### src/rtl/rgf_master_pkg.sv
// Shared constants and FSM state type for the UART register-bus master.
package rgf_master_pkg;
    localparam logic [7:0] OP_WRITE = 8'h57;
    localparam logic [7:0] OP_READ  = 8'h52;
    localparam logic [7:0] RSP_ACK  = 8'h4B;
    localparam logic [7:0] RSP_ERR  = 8'h45;

    localparam int ABYTE_BLK_MSB  = 7;
    localparam int ABYTE_BLK_LSB  = 4;
    localparam int ABYTE_ADDR_LSB = 0;

    typedef enum logic [2:0] {
        ST_IDLE,
        ST_GET_ADDR,
        ST_GET_DATA,
        ST_BUS_WR,
        ST_BUS_RD,
        ST_SEND_ACK,
        ST_SEND_DATA,
        ST_ERR_RESP
    } state_e;
endpackage

### src/rtl/rgf_uart_master_if.sv
// UART byte streams plus the shared register bus driven by the master.
interface rgf_uart_master_if #(
    parameter int ADDR_WIDTH = 4,
    parameter int DATA_WIDTH = 32,
    parameter int NUM_BLOCKS = 4
);
    logic [7:0]                       rx_data;
    logic                             rx_valid;
    logic [7:0]                       tx_data;
    logic                             tx_valid;
    logic                             tx_ready;
    logic [ADDR_WIDTH-1:0]            bus_addr;
    logic                             bus_wr_en;
    logic                             bus_rd_en;
    logic [DATA_WIDTH-1:0]            bus_wdata;
    logic [NUM_BLOCKS-1:0]            bus_sel;
    logic [NUM_BLOCKS*DATA_WIDTH-1:0] bus_rdata;

    modport master (
        input  rx_data, rx_valid, tx_ready, bus_rdata,
        output tx_data, tx_valid, bus_addr, bus_wr_en, bus_rd_en, bus_wdata, bus_sel
    );

    modport slave (
        output rx_data, rx_valid, tx_ready, bus_rdata,
        input  tx_data, tx_valid, bus_addr, bus_wr_en, bus_rd_en, bus_wdata, bus_sel
    );
endinterface

### src/rtl/rgf_resp_sender.sv
// Response byte sequencer: emits an ack byte, optionally followed by a
// 32-bit word MSB first, over a valid/ready handshake.
module rgf_resp_sender (
    input  logic        clk,
    input  logic        rst_n,
    input  logic        load,
    input  logic [7:0]  load_ack,
    input  logic [31:0] load_data,
    input  logic        load_five,
    output logic [7:0]  tx_data,
    output logic        tx_valid,
    input  logic        tx_ready,
    output logic        fire,
    output logic        done
);
    logic [7:0]  byte_q, byte_d;
    logic        valid_q, valid_d;
    logic [31:0] shift_q, shift_d;
    logic [2:0]  remain_q, remain_d;

    assign fire     = valid_q && tx_ready;
    assign done     = fire && (remain_q == 3'd0);
    assign tx_data  = byte_q;
    assign tx_valid = valid_q;

    always_comb begin
        byte_d   = byte_q;
        valid_d  = valid_q;
        shift_d  = shift_q;
        remain_d = remain_q;
        if (load) begin
            byte_d   = load_ack;
            valid_d  = 1'b1;
            shift_d  = load_data;
            remain_d = load_five ? 3'd4 : 3'd0;
        end else if (fire) begin
            if (remain_q == 3'd0) begin
                valid_d = 1'b0;
                byte_d  = '0;
            end else begin
                byte_d   = shift_q[31:24];
                shift_d  = {shift_q[23:0], 8'h00};
                remain_d = remain_q - 3'd1;
            end
        end
    end

    always_ff @(posedge clk or negedge rst_n) begin
        if (!rst_n) begin
            byte_q   <= '0;
            valid_q  <= 1'b0;
            shift_q  <= '0;
            remain_q <= '0;
        end else begin
            byte_q   <= byte_d;
            valid_q  <= valid_d;
            shift_q  <= shift_d;
            remain_q <= remain_d;
        end
    end
endmodule

### src/rtl/rgf_uart_master.sv
// UART command frames to single-cycle register bus accesses, with K/E responses.
// state      | meaning
// IDLE       | waiting for opcode byte
// GET_ADDR   | waiting for address byte
// GET_DATA   | collecting 4 write data bytes
// BUS_WR/RD  | one-cycle bus strobe, response loaded
// SEND_ACK   | 'K' in flight
// SEND_DATA  | read data bytes in flight
// ERR_RESP   | 'E' in flight
module rgf_uart_master
    import rgf_master_pkg::*;
#(
    parameter int ADDR_WIDTH     = 4,
    parameter int DATA_WIDTH     = 32,
    parameter int NUM_BLOCKS     = 4,
    parameter int TIMEOUT_CYCLES = 100000
) (
    input  logic               clk,
    input  logic               rst_n,
    rgf_uart_master_if.master  bus,
    output logic               cmd_ok,
    output logic               cmd_err,
    output logic               rx_drop
);
    localparam int              TMO_W    = (TIMEOUT_CYCLES > 2) ? $clog2(TIMEOUT_CYCLES) : 1;
    localparam logic [TMO_W-1:0] TMO_LOAD = TMO_W'(TIMEOUT_CYCLES - 1);
    localparam logic [4:0]      NUM_BLK5 = 5'(NUM_BLOCKS);

    state_e                state_q, state_d;
    logic [3:0]            blk_q, blk_d;
    logic [ADDR_WIDTH-1:0] addr_q, addr_d;
    logic [DATA_WIDTH-1:0] wdata_q, wdata_d;
    logic [1:0]            cnt_q, cnt_d;
    logic                  is_wr_q, is_wr_d;
    logic [TMO_W-1:0]      tmo_q, tmo_d;

    logic                  snd_load, snd_five, snd_fire, snd_done;
    logic [7:0]            snd_ack;
    logic [DATA_WIDTH-1:0] rdata_sel;
    logic [3:0]            rx_blk;
    logic                  bus_act;

    assign rx_blk  = bus.rx_data[ABYTE_BLK_MSB:ABYTE_BLK_LSB];
    assign bus_act = (state_q == ST_BUS_WR) || (state_q == ST_BUS_RD);

    always_comb begin
        rdata_sel = '0;
        for (int k = 0; k < NUM_BLOCKS; k++) begin
            if (blk_q == 4'(k)) rdata_sel = bus.bus_rdata[k*DATA_WIDTH +: DATA_WIDTH];
        end
    end

    always_comb begin
        bus.bus_sel = '0;
        for (int k = 0; k < NUM_BLOCKS; k++) begin
            bus.bus_sel[k] = bus_act && (blk_q == 4'(k));
        end
    end

    assign bus.bus_wr_en = (state_q == ST_BUS_WR);
    assign bus.bus_rd_en = (state_q == ST_BUS_RD);
    assign bus.bus_addr  = bus_act ? addr_q : '0;
    assign bus.bus_wdata = (state_q == ST_BUS_WR) ? wdata_q : '0;

    assign rx_drop = bus.rx_valid && (state_q inside {ST_BUS_WR, ST_BUS_RD, ST_SEND_ACK,
                                                      ST_SEND_DATA, ST_ERR_RESP});
    assign cmd_ok  = snd_done && ((state_q == ST_SEND_ACK) || (state_q == ST_SEND_DATA));
    assign cmd_err = snd_done && (state_q == ST_ERR_RESP);

    always_comb begin
        state_d  = state_q;
        blk_d    = blk_q;
        addr_d   = addr_q;
        wdata_d  = wdata_q;
        cnt_d    = cnt_q;
        is_wr_d  = is_wr_q;
        tmo_d    = (tmo_q != '0) ? tmo_q - TMO_W'(1) : tmo_q;
        snd_load = 1'b0;
        snd_ack  = RSP_ACK;
        snd_five = 1'b0;
        unique case (state_q)
            ST_IDLE: begin
                if (bus.rx_valid) begin
                    tmo_d = TMO_LOAD;
                    if (bus.rx_data == OP_WRITE || bus.rx_data == OP_READ) begin
                        is_wr_d = (bus.rx_data == OP_WRITE);
                        state_d = ST_GET_ADDR;
                    end else begin
                        snd_load = 1'b1;
                        snd_ack  = RSP_ERR;
                        state_d  = ST_ERR_RESP;
                    end
                end
            end
            ST_GET_ADDR: begin
                // An arriving byte beats the timeout on the same cycle.
                if (bus.rx_valid) begin
                    blk_d  = rx_blk;
                    addr_d = bus.rx_data[ABYTE_ADDR_LSB +: ADDR_WIDTH];
                    tmo_d  = TMO_LOAD;
                    cnt_d  = 2'd0;
                    if (is_wr_q) begin
                        state_d = ST_GET_DATA;
                    end else if ({1'b0, rx_blk} >= NUM_BLK5) begin
                        snd_load = 1'b1;
                        snd_ack  = RSP_ERR;
                        state_d  = ST_ERR_RESP;
                    end else begin
                        state_d = ST_BUS_RD;
                    end
                end else if (tmo_q == '0) begin
                    state_d = ST_IDLE;
                end
            end
            ST_GET_DATA: begin
                if (bus.rx_valid) begin
                    wdata_d = {wdata_q[DATA_WIDTH-9:0], bus.rx_data};
                    tmo_d   = TMO_LOAD;
                    cnt_d   = cnt_q + 2'd1;
                    if (cnt_q == 2'd3) begin
                        if ({1'b0, blk_q} >= NUM_BLK5) begin
                            snd_load = 1'b1;
                            snd_ack  = RSP_ERR;
                            state_d  = ST_ERR_RESP;
                        end else begin
                            state_d = ST_BUS_WR;
                        end
                    end
                end else if (tmo_q == '0) begin
                    state_d = ST_IDLE;
                end
            end
            ST_BUS_WR: begin
                snd_load = 1'b1;
                state_d  = ST_SEND_ACK;
            end
            ST_BUS_RD: begin
                // Read data is captured straight into the sender's shift register.
                snd_load = 1'b1;
                snd_five = 1'b1;
                state_d  = ST_SEND_ACK;
            end
            ST_SEND_ACK: begin
                if (snd_done)      state_d = ST_IDLE;
                else if (snd_fire) state_d = ST_SEND_DATA;
            end
            ST_SEND_DATA, ST_ERR_RESP: begin
                if (snd_done) state_d = ST_IDLE;
            end
            default: state_d = ST_IDLE;
        endcase
    end

    always_ff @(posedge clk or negedge rst_n) begin
        if (!rst_n) begin
            state_q <= ST_IDLE;
            blk_q   <= '0;
            addr_q  <= '0;
            wdata_q <= '0;
            cnt_q   <= '0;
            is_wr_q <= 1'b0;
            tmo_q   <= '0;
        end else begin
            state_q <= state_d;
            blk_q   <= blk_d;
            addr_q  <= addr_d;
            wdata_q <= wdata_d;
            cnt_q   <= cnt_d;
            is_wr_q <= is_wr_d;
            tmo_q   <= tmo_d;
        end
    end

    rgf_resp_sender u_sender (
        .clk       (clk),
        .rst_n     (rst_n),
        .load      (snd_load),
        .load_ack  (snd_ack),
        .load_data (rdata_sel),
        .load_five (snd_five),
        .tx_data   (bus.tx_data),
        .tx_valid  (bus.tx_valid),
        .tx_ready  (bus.tx_ready),
        .fire      (snd_fire),
        .done      (snd_done)
    );
endmodule

### src/flat_wrapper.sv
// flat-port wrapper written by rule: the top's interface ports become plain ports
module rgf_uart_master_flat import rgf_master_pkg::*;
#(
    parameter int ADDR_WIDTH     = 4,
    parameter int DATA_WIDTH     = 32,
    parameter int NUM_BLOCKS     = 4,
    parameter int TIMEOUT_CYCLES = 100000
)
  (clk, rst_n, cmd_ok, cmd_err, rx_drop, bus_rx_data, bus_rx_valid, bus_tx_ready, bus_bus_rdata, bus_tx_data, bus_tx_valid, bus_bus_addr, bus_bus_wr_en, bus_bus_rd_en, bus_bus_wdata, bus_bus_sel);
  rgf_uart_master_if #(.ADDR_WIDTH(ADDR_WIDTH), .DATA_WIDTH(DATA_WIDTH), .NUM_BLOCKS(NUM_BLOCKS)) bus_i ();
  input  logic clk;
  input  logic rst_n;
  output logic cmd_ok;
  output logic cmd_err;
  output logic rx_drop;
  input wire logic [$bits(bus_i.rx_data)-1:0] bus_rx_data;
  input wire logic [$bits(bus_i.rx_valid)-1:0] bus_rx_valid;
  input wire logic [$bits(bus_i.tx_ready)-1:0] bus_tx_ready;
  input wire logic [$bits(bus_i.bus_rdata)-1:0] bus_bus_rdata;
  output wire logic [$bits(bus_i.tx_data)-1:0] bus_tx_data;
  output wire logic [$bits(bus_i.tx_valid)-1:0] bus_tx_valid;
  output wire logic [$bits(bus_i.bus_addr)-1:0] bus_bus_addr;
  output wire logic [$bits(bus_i.bus_wr_en)-1:0] bus_bus_wr_en;
  output wire logic [$bits(bus_i.bus_rd_en)-1:0] bus_bus_rd_en;
  output wire logic [$bits(bus_i.bus_wdata)-1:0] bus_bus_wdata;
  output wire logic [$bits(bus_i.bus_sel)-1:0] bus_bus_sel;
  assign bus_i.rx_data = bus_rx_data;
  assign bus_i.rx_valid = bus_rx_valid;
  assign bus_i.tx_ready = bus_tx_ready;
  assign bus_i.bus_rdata = bus_bus_rdata;
  assign bus_tx_data = bus_i.tx_data;
  assign bus_tx_valid = bus_i.tx_valid;
  assign bus_bus_addr = bus_i.bus_addr;
  assign bus_bus_wr_en = bus_i.bus_wr_en;
  assign bus_bus_rd_en = bus_i.bus_rd_en;
  assign bus_bus_wdata = bus_i.bus_wdata;
  assign bus_bus_sel = bus_i.bus_sel;
  rgf_uart_master #(.ADDR_WIDTH(ADDR_WIDTH), .DATA_WIDTH(DATA_WIDTH), .NUM_BLOCKS(NUM_BLOCKS), .TIMEOUT_CYCLES(TIMEOUT_CYCLES)) u_core (.clk(clk), .rst_n(rst_n), .bus(bus_i), .cmd_ok(cmd_ok), .cmd_err(cmd_err), .rx_drop(rx_drop));
endmodule
### config.mk
export PLATFORM = sky130hd
export DESIGN_NAME = rgf_uart_master_flat
export DESIGN_NICKNAME = d
export VERILOG_FILES = /design/src/rtl/rgf_master_pkg.sv /design/src/rtl/rgf_uart_master_if.sv /design/src/rtl/rgf_resp_sender.sv /design/src/rtl/rgf_uart_master.sv /design/src/flat_wrapper.sv
export SDC_FILE = /design/constraint.sdc
export NUM_CORES = 1
export LEC_CHECK = 0
export CAP_MARGIN = 5
export CORE_ASPECT_RATIO = 2
export CORE_MARGIN = 4
export CORE_UTILIZATION = 40
export DETAILED_ROUTE_END_ITERATION = 10
export GPL_ROUTABILITY_DRIVEN = 0
export HOLD_SLACK_MARGIN = 0.15
export PLACE_DENSITY = 0.82
export SLEW_MARGIN = 20
export SYNTH_ARGS = -nofsm -noshare
export SYNTH_HDL_FRONTEND = slang
export SYNTH_SLANG_ARGS = --single-unit
export TNS_END_PERCENT = 20
### constraint.sdc
create_clock -name clk -period 3 [get_ports clk]
set_input_delay 0.6 -clock clk [delete_from_list [all_inputs] [get_ports clk]]
set_output_delay 0.6 -clock clk [all_outputs]
set_load 0.02 [all_outputs]
==> results.ini <==
[worst_setup_path]
crit_family = buffers and inverters
reg2regPathDepth = 6
worst-r2r-setup-slack_ps = 510
worstPathArrival_ps = 2310
worst-path-stages = 6
slowest_stage = clkdlybuf4s50_1
r2r_start = u_core.state_q[1]
start_kind = input pin
critical_path_class = in -> out
crit_fanout = 4
end_kind = primary output
crit_required_ps = 2400
crit_chain = clkdlybuf4s50_1, nand2_1, nor2_1, nand2_1, a21oi_1, clkdlybuf4s50_1
max_stage_delay_ps = 640
cp_num_buf_inv = 2
reg2reg_to = u_core.u_sender.tx_data[3]

[layout]
area_growth_pct = 42.0
fin_nets = 874
multi_input_area_um2 = 3290
stdcell_area_um2 = 8690
antenna-diode-count = 0
ff_latch_area_um2 = 2680
drive_gt1_share_pct = 17.8
fillers = 1175

[power_and_ir_drop]
peakVddDrop_uv = 402
p_leak_nw = 3.60
p_per_area_nw_per_um2 = 874
finalPower_mw = 7.60

[yosys]
synth_area_um2 = 6120
ys_ff_latch = 107
ys.flop_type = dfrtp_1
syn_nets = 683
synth-edff-count = 0
synth.avg_cell_area_um2 = 11.4
syn-instance-count = 538
async_flop_share_pct = 100
ys_seq_area_share_pct = 43.7
synth_cell_types = 57
ys_warn_count = 0

[placement]
place_area_um2 = 8380
post-place-ws_ps = 129
io_buffers = 193
dp_hpwl_mm = 13.8

[timing]
rsz0062_at_grt = false
period_needed_ps = 2910
finalMaxSlewViolations = 0
relSlewSlack_pct = 50.0
tightestPinTransition_ps = 748
setup_tns_ps = 0
skew_ps = 9.41
finalCritPeriodShare_pct = 96.9
setup_viol = 0
timing.final.ws_setup_ps = 92.6
report.final.hold_viol_count = 0
fmax_mhz = 344

[hold_path]
hold_path.class = in -> async

[route]
vias_per_cell = 5.48
drc = 0
drt-total-wl_mm = 17.1
wl_met3_um = 973
wl_met2_mm = 9.84
drtIter0Drc = 239
drt.antenna.violating_nets = 0
wl_met1_mm = 5.33
via_count = 5092
wire_per_inst_um = 18.4
drt_pass1_iterations = 4
top_layer = met4

[global_routing]
gr-total-overflow = 0
grt_pass1_vias = 5658
grt_start_max_net_pins = 55
grt_use_total_pct = 20.3
grt_pass1_wl_mm = 27.6
antenna_found_initial = 0

[die]
die_w_um = 95.5
die_area_um2 = 17500
ios = 194
num_rows = 63
start_util_pct = 41.1
core-area_um2 = 14900
die_h_um = 183

[cts]
postCtsSetupBuffers = 0
htree_levels = 3
cts_buffers = 9
cts_tree = built
clockBufferDepth = 2
clkSinkCount = 107
insertion_delay_ps = 350
clk_pin_slew_ps = 70
cts_root_buf = clkbuf_16

[flow_run]
maxCapViolCount = 0

[status]
status = completed

==> where the power goes <==
part | total (mW) | switching (mW) | internal, mW
logic | 3.91 | 1.93 | 1.99
registers | 2.47 | 0.443 | 2.03
clock network | 1.22 | 0.540 | 0.679
total | 7.60 | 2.91 | 4.69
==> synthesized netlist by cell type, types with 4 or more instances <==
library cell    n  area, µm²
o21ai_0        17       85.1
a22oi_1         8       60.1
nand3_1        16       80.1
xor2_1          4       35.0
o22ai_1         9       56.3
dfrtp_1       107       2680
a21oi_1         9       45.0
nor4_1          5       31.3
mux4_2         32        721
nor2_1         28        105
o31ai_1         4       30.0
xnor2_1         9       78.8
nor3_1         11       55.1
nand2b_1        4       25.0
mux2i_1        49        490
nand2_1        50        188
and2_1         36        225
clkbuf_1       27        101
ha_1            5       62.6
mux2_2         40        450
buf_2           6       30.0
nor2b_1         8       50.1
inv_1           8       30.0
==> worst reg2reg max path, delay by kind of cell, from the launching register on <==
| kind | cells | cell delay, ps |
|---|---|---|
| buf+inv | 1 | 220 |
| compound gates | 2 | 450 |
| flops | 1 | 440 |
| simple gates | 3 | 1230 |
==> metrics by stage <==
| stage | hold slack, ps | utilization, % | cells |
|---|---|---|---|
| global placement | 483 | 56.2 | 913 |
| global route | 327 | 58.4 | 929 |
| finish | 274 | 58.4 | 929 |
| detailed placement | 488 | 56.2 | 913 |
| floorplan | 304 | - | 538 |
| CTS | 302 | 58.3 | 929 |
==> metal layers <==
metal	up-vias	global-route usage, %
li1	2345	-
met1	2488	19.5
met2	202	38.7
met3	57	3.86
met4	0	11.7
met5	-	0
==> registers in the layout (all words and copies together), names as in the netlist <==
register and cells:
u_core.u_sender.shift_q 32, u_core.wdata_q 32, u_core.tmo_q 17, u_core.u_sender.tx_data 8
u_core.addr_q 4, u_core.blk_q 4, u_core.state_q 3, u_core.u_sender.remain_q 3
u_core.cnt_q 2, u_core.is_wr_q 1, u_core.u_sender.tx_valid 1
==> cell type report <==
class                   count  area share [%]
clock inverters             6           0.820
clock buffers              10            2.75
multi-input cells         387            37.8
flip-flops and latches    107            30.8
inverters                   8           0.345
repair buffers            216            24.7
well taps                 195            2.81
==> worst max path at each step <==
stage	startpoint	to	slack [ps]
3_5_place_dp	bus_tx_ready	cmd_ok	130
6_report	bus_tx_ready	cmd_ok	90
5_1_grt	u_core.state_q[1]	bus_bus_wdata[28]	8
2_1_floorplan	u_core.state_q[2]	bus_bus_sel[0]	520
4_1_cts	bus_tx_ready	cmd_ok	110
3_3_place_gp	bus_tx_ready	cmd_ok	150
==> timing repair <==
action                                  CTS  global route
endpoints found under the setup margin    0             3
resized for setup                         0             2
hold buffers                              0             0
==> cell families (layout without fill, tap and decap cells) <==
| group | Yosys count | in the layout | share of synthesized area [%] |
|---|---|---|---|
| adder cells (fa/ha/maj) | 5 | 5 | 1.02 |
| XOR/XNOR | 13 | 13 | 1.86 |
| AND/OR/NAND/NOR | 179 | 179 | 15.7 |
| flip-flops | 107 | 107 | 43.7 |
| AO/OA/AOI/OAI | 69 | 69 | 7.64 |
| buffers and inverters | 44 | 240 | 2.94 |
| multiplexers | 121 | 121 | 27.1 |
==> placed cells by master, fill, tap and decap left out, types with 2 or more instances in the layout <==
| cell type | n |
|---|---|
| o31ai_1 | 4 |
| buf_12 | 3 |
| buf_4 | 20 |
| nand3_1 | 16 |
| o21ai_0 | 17 |
| nand2b_1 | 4 |
| or4_4 | 2 |
| o21ba_2 | 2 |
| nor4_1 | 5 |
| nor2_1 | 27 |
| nor3_1 | 11 |
| o22ai_1 | 9 |
| ha_1 | 5 |
| nor2b_1 | 7 |
| a221o_1 | 2 |
| xor2_1 | 4 |
| mux2i_1 | 49 |
| mux4_2 | 32 |
| mux2_2 | 40 |
| nand4b_1 | 2 |
| clkdlybuf4s50_1 | 191 |
| nor3b_1 | 2 |
| nand2_1 | 50 |
| a22oi_1 | 8 |
| a21oi_1 | 9 |
| and2_1 | 36 |
| a22o_1 | 3 |
| dfrtp_1 | 106 |
| clkbuf_16 | 9 |
| nor4b_1 | 3 |
| o211ai_1 | 3 |
| inv_1 | 8 |
| xnor2_1 | 9 |
No activity file was read; power rests on OpenSTA's default activity.
==> edit 1: new RTL, config.mk and constraints unchanged <==
Reset style: synchronous (`rst_n`), changed in 2 clocked blocks.
--- a/src/rtl/rgf_resp_sender.sv
+++ b/src/rtl/rgf_resp_sender.sv
@@ -45,7 +45,7 @@
         end
     end
 
-    always_ff @(posedge clk or negedge rst_n) begin
+    always_ff @(posedge clk) begin
         if (!rst_n) begin
             byte_q   <= '0;
             valid_q  <= 1'b0;
--- a/src/rtl/rgf_uart_master.sv
+++ b/src/rtl/rgf_uart_master.sv
@@ -151,7 +151,7 @@
         endcase
     end
 
-    always_ff @(posedge clk or negedge rst_n) begin
+    always_ff @(posedge clk) begin
         if (!rst_n) begin
             state_q <= ST_IDLE;
             blk_q   <= '0;
Behaviour: differs if rst_n is asserted again (counterexample within 4 cycles, from zero or initial values and one cycle with rst_n low); with rst_n held inactive, the same outputs for 4 cycles.
==> edit 1 against the original RTL <==
- final area shrank 2.1%
- sequential power shrank 20%
- wire length grew 8.5%
- area after synthesis shrank 1.7%
- sequential cell count is the same
- worst setup slack gained 79 ps
- global-route usage grew 1.2 points
- total power shrank 28%
- critical path type is now reg2out
- largest cell class unchanged
==> edit 1: results (changes against the original RTL) <==
| Metric | Value |
|---|---|
| Compound-gate portion of the synthesized area | 17.6% (+9.9 points) |
| XOR/XNOR share of the synthesized area | 1.75% (-0.11 points) |
| Leakage power | 0.00299 uW (-17%) |
| Seq/total area | 25.2% (-5.6 points) |
| Final nets | 1018 (+16%) |
| Vias | 5880 (+15%) |
| DP Worst Slack | -57.5 ps (-186 ps) |
| Multi-In Gates | 525 (+36%) |
| Post-DP HPWL | 14400 um (+4.4%) |
| Multiplexer share of the synthesized area | 17.4% (-9.8 points) |
| Initial drt markers | 202 (-15%) |
| Area contributors post-synth | dfxtp_1 (36%), mux2_2 (11%), nand2_1 (6.0%) |
| Clock network area share | 3.35% (-0.22 points) |
| Largest net degree at the start of global routing | 43 (-22%) |
| Multi-input combinational area share | 42.3% (+4.5 points) |
| Total setup buffers inserted after CTS | 0 (unchanged) |
| Yosys cell types | 60 (+5.3%) |
| Synth async-reset ratio | 0% (-100 points) |
| Syn nets | 846 (+24%) |
| Skew final | 9.74 ps (+0.333 ps) |
| Pre-Repair DR Iteration Count | 5 (+1) |
| Crit path max fanout | 10 (+6) |
| First-pass GRT wire length | 29300 um (+6.2%) |
| Post-synth top cells | dfxtp_1 (107), nand2_1 (96), a21oi_1 (62) |
| Bufs w/o clock | 222 (+2.8%) |
| Total GRT Usage | 21.5% (+1.2 points) |
| Class of the most critical hold timing path | reg2reg |
| Worst-Margin Slew | 1070 ps (+321 ps) |
| DP Area | 8220 um^2 (-1.8%) |
| Drt wl/cell | 17.3 um (-6.1%) |
| Power, Total | 5470 uW (-28%) |
| Crit path arrival time | 2230 ps (-80 ps) |
| Post-Synth Adder-Cell Area | 1.04% (+0.017 points) |
| Outcome | finished clean |
| Max VDD drop | 0.334 mV (-17%) |
| Layout cell share with drive strength beyond 1 | 15.5% (-2.4 points) |
| Data buffer area share | 26.0% (+1.3 points) |
| Fillers | 1386 (+18%) |
| Sw Ratio | 38.2% (-0.071 points) |
-- edit 1: cell count changes after synthesis, sizes merged, moves of 18 or more --
cell	before	now
nand2	51	96
a21oi	10	63
o31ai	4	22
dfrtp	107	0
mux2	40	61
mux4	32	11
mux2i	49	11
dfxtp	0	107
nand4	0	33
nor2	29	48
-- edit 1: final timing paths --
path,startpoint,end,slack (ps),cells after the start
worst min-delay path,u_core.wdata_q[31]$_SDFFE_PN0P_,u_core.wdata_q[31]$_SDFFE_PN0P_,450,2
worst max-delay path,u_core.state_q[2]$_SDFFE_PN0P_,bus_bus_addr[2],170,4
worst min register to register,u_core.wdata_q[31]$_SDFFE_PN0P_,u_core.wdata_q[31]$_SDFFE_PN0P_,450,2
worst max register to register,u_core.state_q[0]$_SDFFE_PN0P_,u_core.u_sender.shift_q[26]$_SDFFE_PN0P_,440,7
-- edit 1: kinds of logic after synthesis --
logic type,Yosys count
muxes,83
and+or+nand+nor,261
buffers and inverters,69
AOI/OAI and AO/OA,164
xor gates and xnor gates,12
adders and majority gates,5
DFF,107
-- edit 1: critical path, stage by stage (launching register included) --
cell	delay [ps]
dfxtp_1	520
and3b_2	320
a21oi_4	350
nor2b_1	130
clkdlybuf4s50_1	560
-- edit 1: layer usage --
| layer | wire length (um) | up-vias | track usage (%) |
|---|---|---|---|
| met5 | 0 | - | 0 |
| met1 | 6230 | 2789 | 21.4 |
| li1 | - | 2885 | - |
| met2 | 10800 | 168 | 41.9 |
| met3 | 668 | 38 | 2.86 |
| met4 | 807 | 0 | 10.1 |
-- edit 1: stage by stage --
| stage | cells | utilization [%] |
|---|---|---|
| finish | 1073 | 57.4 |
| CTS | 1073 | 57.4 |
| global route | 1073 | 57.4 |
| detailed placement | 1057 | 55.5 |
| global placement | 1057 | 55.5 |
| floorplan | 701 | - |
==> edit 2: new RTL, same flow settings <==
Without the edit above. `TIMEOUT_CYCLES` is set to 100000 in 2 places; all go to 50000.
--- a/src/rtl/rgf_uart_master.sv
+++ b/src/rtl/rgf_uart_master.sv
@@ -13,7 +13,7 @@
     parameter int ADDR_WIDTH     = 4,
     parameter int DATA_WIDTH     = 32,
     parameter int NUM_BLOCKS     = 4,
-    parameter int TIMEOUT_CYCLES = 100000
+    parameter int TIMEOUT_CYCLES = 50000
 ) (
     input  logic               clk,
     input  logic               rst_n,
--- a/src/flat_wrapper.sv
+++ b/src/flat_wrapper.sv
@@ -4,7 +4,7 @@
     parameter int ADDR_WIDTH     = 4,
     parameter int DATA_WIDTH     = 32,
     parameter int NUM_BLOCKS     = 4,
-    parameter int TIMEOUT_CYCLES = 100000
+    parameter int TIMEOUT_CYCLES = 50000
 )
   (clk, rst_n, cmd_ok, cmd_err, rx_drop, bus_rx_data, bus_rx_valid, bus_tx_ready, bus_bus_rdata, bus_tx_data, bus_tx_valid, bus_bus_addr, bus_bus_wr_en, bus_bus_rd_en, bus_bus_wdata, bus_bus_sel);
   rgf_uart_master_if #(.ADDR_WIDTH(ADDR_WIDTH), .DATA_WIDTH(DATA_WIDTH), .NUM_BLOCKS(NUM_BLOCKS)) bus_i ();
Formal check against the unedited RTL: no difference found for any inputs over 4 cycles, from zero or initial values and one cycle with rst_n low; that may be too few to reach the edited logic, so the function may still have changed.
==> edit 2 against the original RTL <==
- sequential cell count decreased by 1
- first-iteration DRC count decreased by 20%
- wire length decreased by 6.3%
- cell count decreased by 3.6%
- register-to-register slack got worse by 100 ps
- worst setup slack improved by 60 ps
- final area decreased by 3.1%
- critical path depth unchanged
- area after synthesis decreased by 3.8%
- clock skew about the same
- total power decreased by 3.2%
==> edit 2: results (changes against the original RTL) <==
| Metric | Value |
|---|---|
| Outcome | finished clean |
| Total GRT Usage | 19.4% (-0.95 points) |
| FF-to-FF Start | u_core.tmo_q[3]$_DFF_PN0_ |
| Largest net degree at the start of global routing | 56 (+1.8%) |
| First-pass GRT wire length | 25500 um (-7.6%) |
| Routed WL | 16000 um (-6.3%) |
| Multiplexer share of the synthesized area | 24.7% (-2.5 points) |
| Compound-gate portion of the synthesized area | 11.6% (+4.0 points) |
| Reg2reg end | u_core.tmo_q[14]$_DFF_PN0_ |
| GR met1 Demand/Resource | 17.2% (-2.3 points) |
| R2R depth | 5 (-1) |
| Largest regs | u_core.u_sender.shift_q x32, u_core.wdata_q x32, u_core.tmo_q x16 |
| Sequential share of the synthesized area | 45.0% (+1.3 points) |
| Pre-Repair DR Iteration Count | 4 (unchanged) |
| Crit path arrival time | 2250 ps (-60 ps) |
| Instance count of the mapped netlist | 511 (-5.0%) |
| Max frequency | 351 MHz (+2.1%) |
| Post-Synth Adder-Cell Area | 0.849% (-0.17 points) |
| Clk. pwr | 1110 uW (-9%) |
| Logic gate share of total power | 51.3% (-0.2 points) |
| Skew final | 8.94 ps (-0.467 ps) |
| DP Worst Slack | 106 ps (-22.7 ps) |
| DP Area | 8140 um^2 (-2.8%) |
| Syn nets | 655 (-4.1%) |
| Max VDD drop | 0.442 mV (+10%) |
| Fillers | 1220 (+3.8%) |
| Worst setup path startpoint | u_core.u_sender.remain_q[0]$_DFFE_PN0P_ |
| XOR/XNOR share of the synthesized area | 1.78% (-0.076 points) |
| Vias in the first global route | 5354 (-5.4%) |
| Final nets | 843 (-3.5%) |
| Flop2flop setup slack | 410 ps (-100 ps) |
| Clock tree buffer depth | 2 (unchanged) |
| Internal | 4530 uW (-3.5%) |
| Worst hold slack | 294 ps (+19.9 ps) |
| Crit path max fanout | 3 (-1) |
| M3 GR Usage | 3.47% (-0.39 points) |
| Vias per cell | 5.37 (-2.0%) |
| Leakage power | 0.00338 uW (-5.9%) |
| Layout cell share with drive strength beyond 1 | 17.8% (-0.092 points) |
| Cell count after placement | 880 (-3.6%) |
| Critical Path Max Stage Delay | 610 ps (-30 ps) |
| Drt wl/cell | 17.9 um (-2.8%) |
| Area contributors post-synth | dfrtp_1 (45%), mux4_2 (12%), mux2_2 (8.0%) |
| Slowest CP cell | clkdlybuf4s50_1 |
| Yosys cell types | 54 (-5.3%) |
| Final Cell Area | 8430 um^2 (-3.1%) |
| Initial drt markers | 191 (-20%) |
==> edit 2: cell count changes in the layout (fill, tap and decap cells not counted), moves of 3 or more <==
cell	delta
a22o_1	+6
o31ai_1	-3
and2_1	+4
mux2i_1	-23
o211ai_1	+3
o21ai_0	-3
xnor2_1	-3
nand3_1	-10
nor2b_1	-3
o22ai_1	-8
nand2_1	-32
a21oi_1	+44
buf_4	-3
nor4b_1	-3
==> edit 2: layout make-up <==
cell class	instances	area share, %
tap	192	2.85
timing repair buffer	213	25.3
inverter	9	0.401
clock inverter	6	0.609
sequential	106	31.5
multi-input combinational	360	36.6
clock buffer	10	2.72
==> edit 2: per-layer routing <==
metal,up-vias,wire length (um)
li1,2263,-
met1,2313,4860
met2,189,9490
met3,46,832
met4,0,841
met5,-,0
==> edit 2: timing repair <==
item | CTS | global route
setup endpoints to repair | 0 | 7
hold endpoints to repair | 0 | 0
gates resized for setup | 0 | 3
hold buffers | 0 | 0
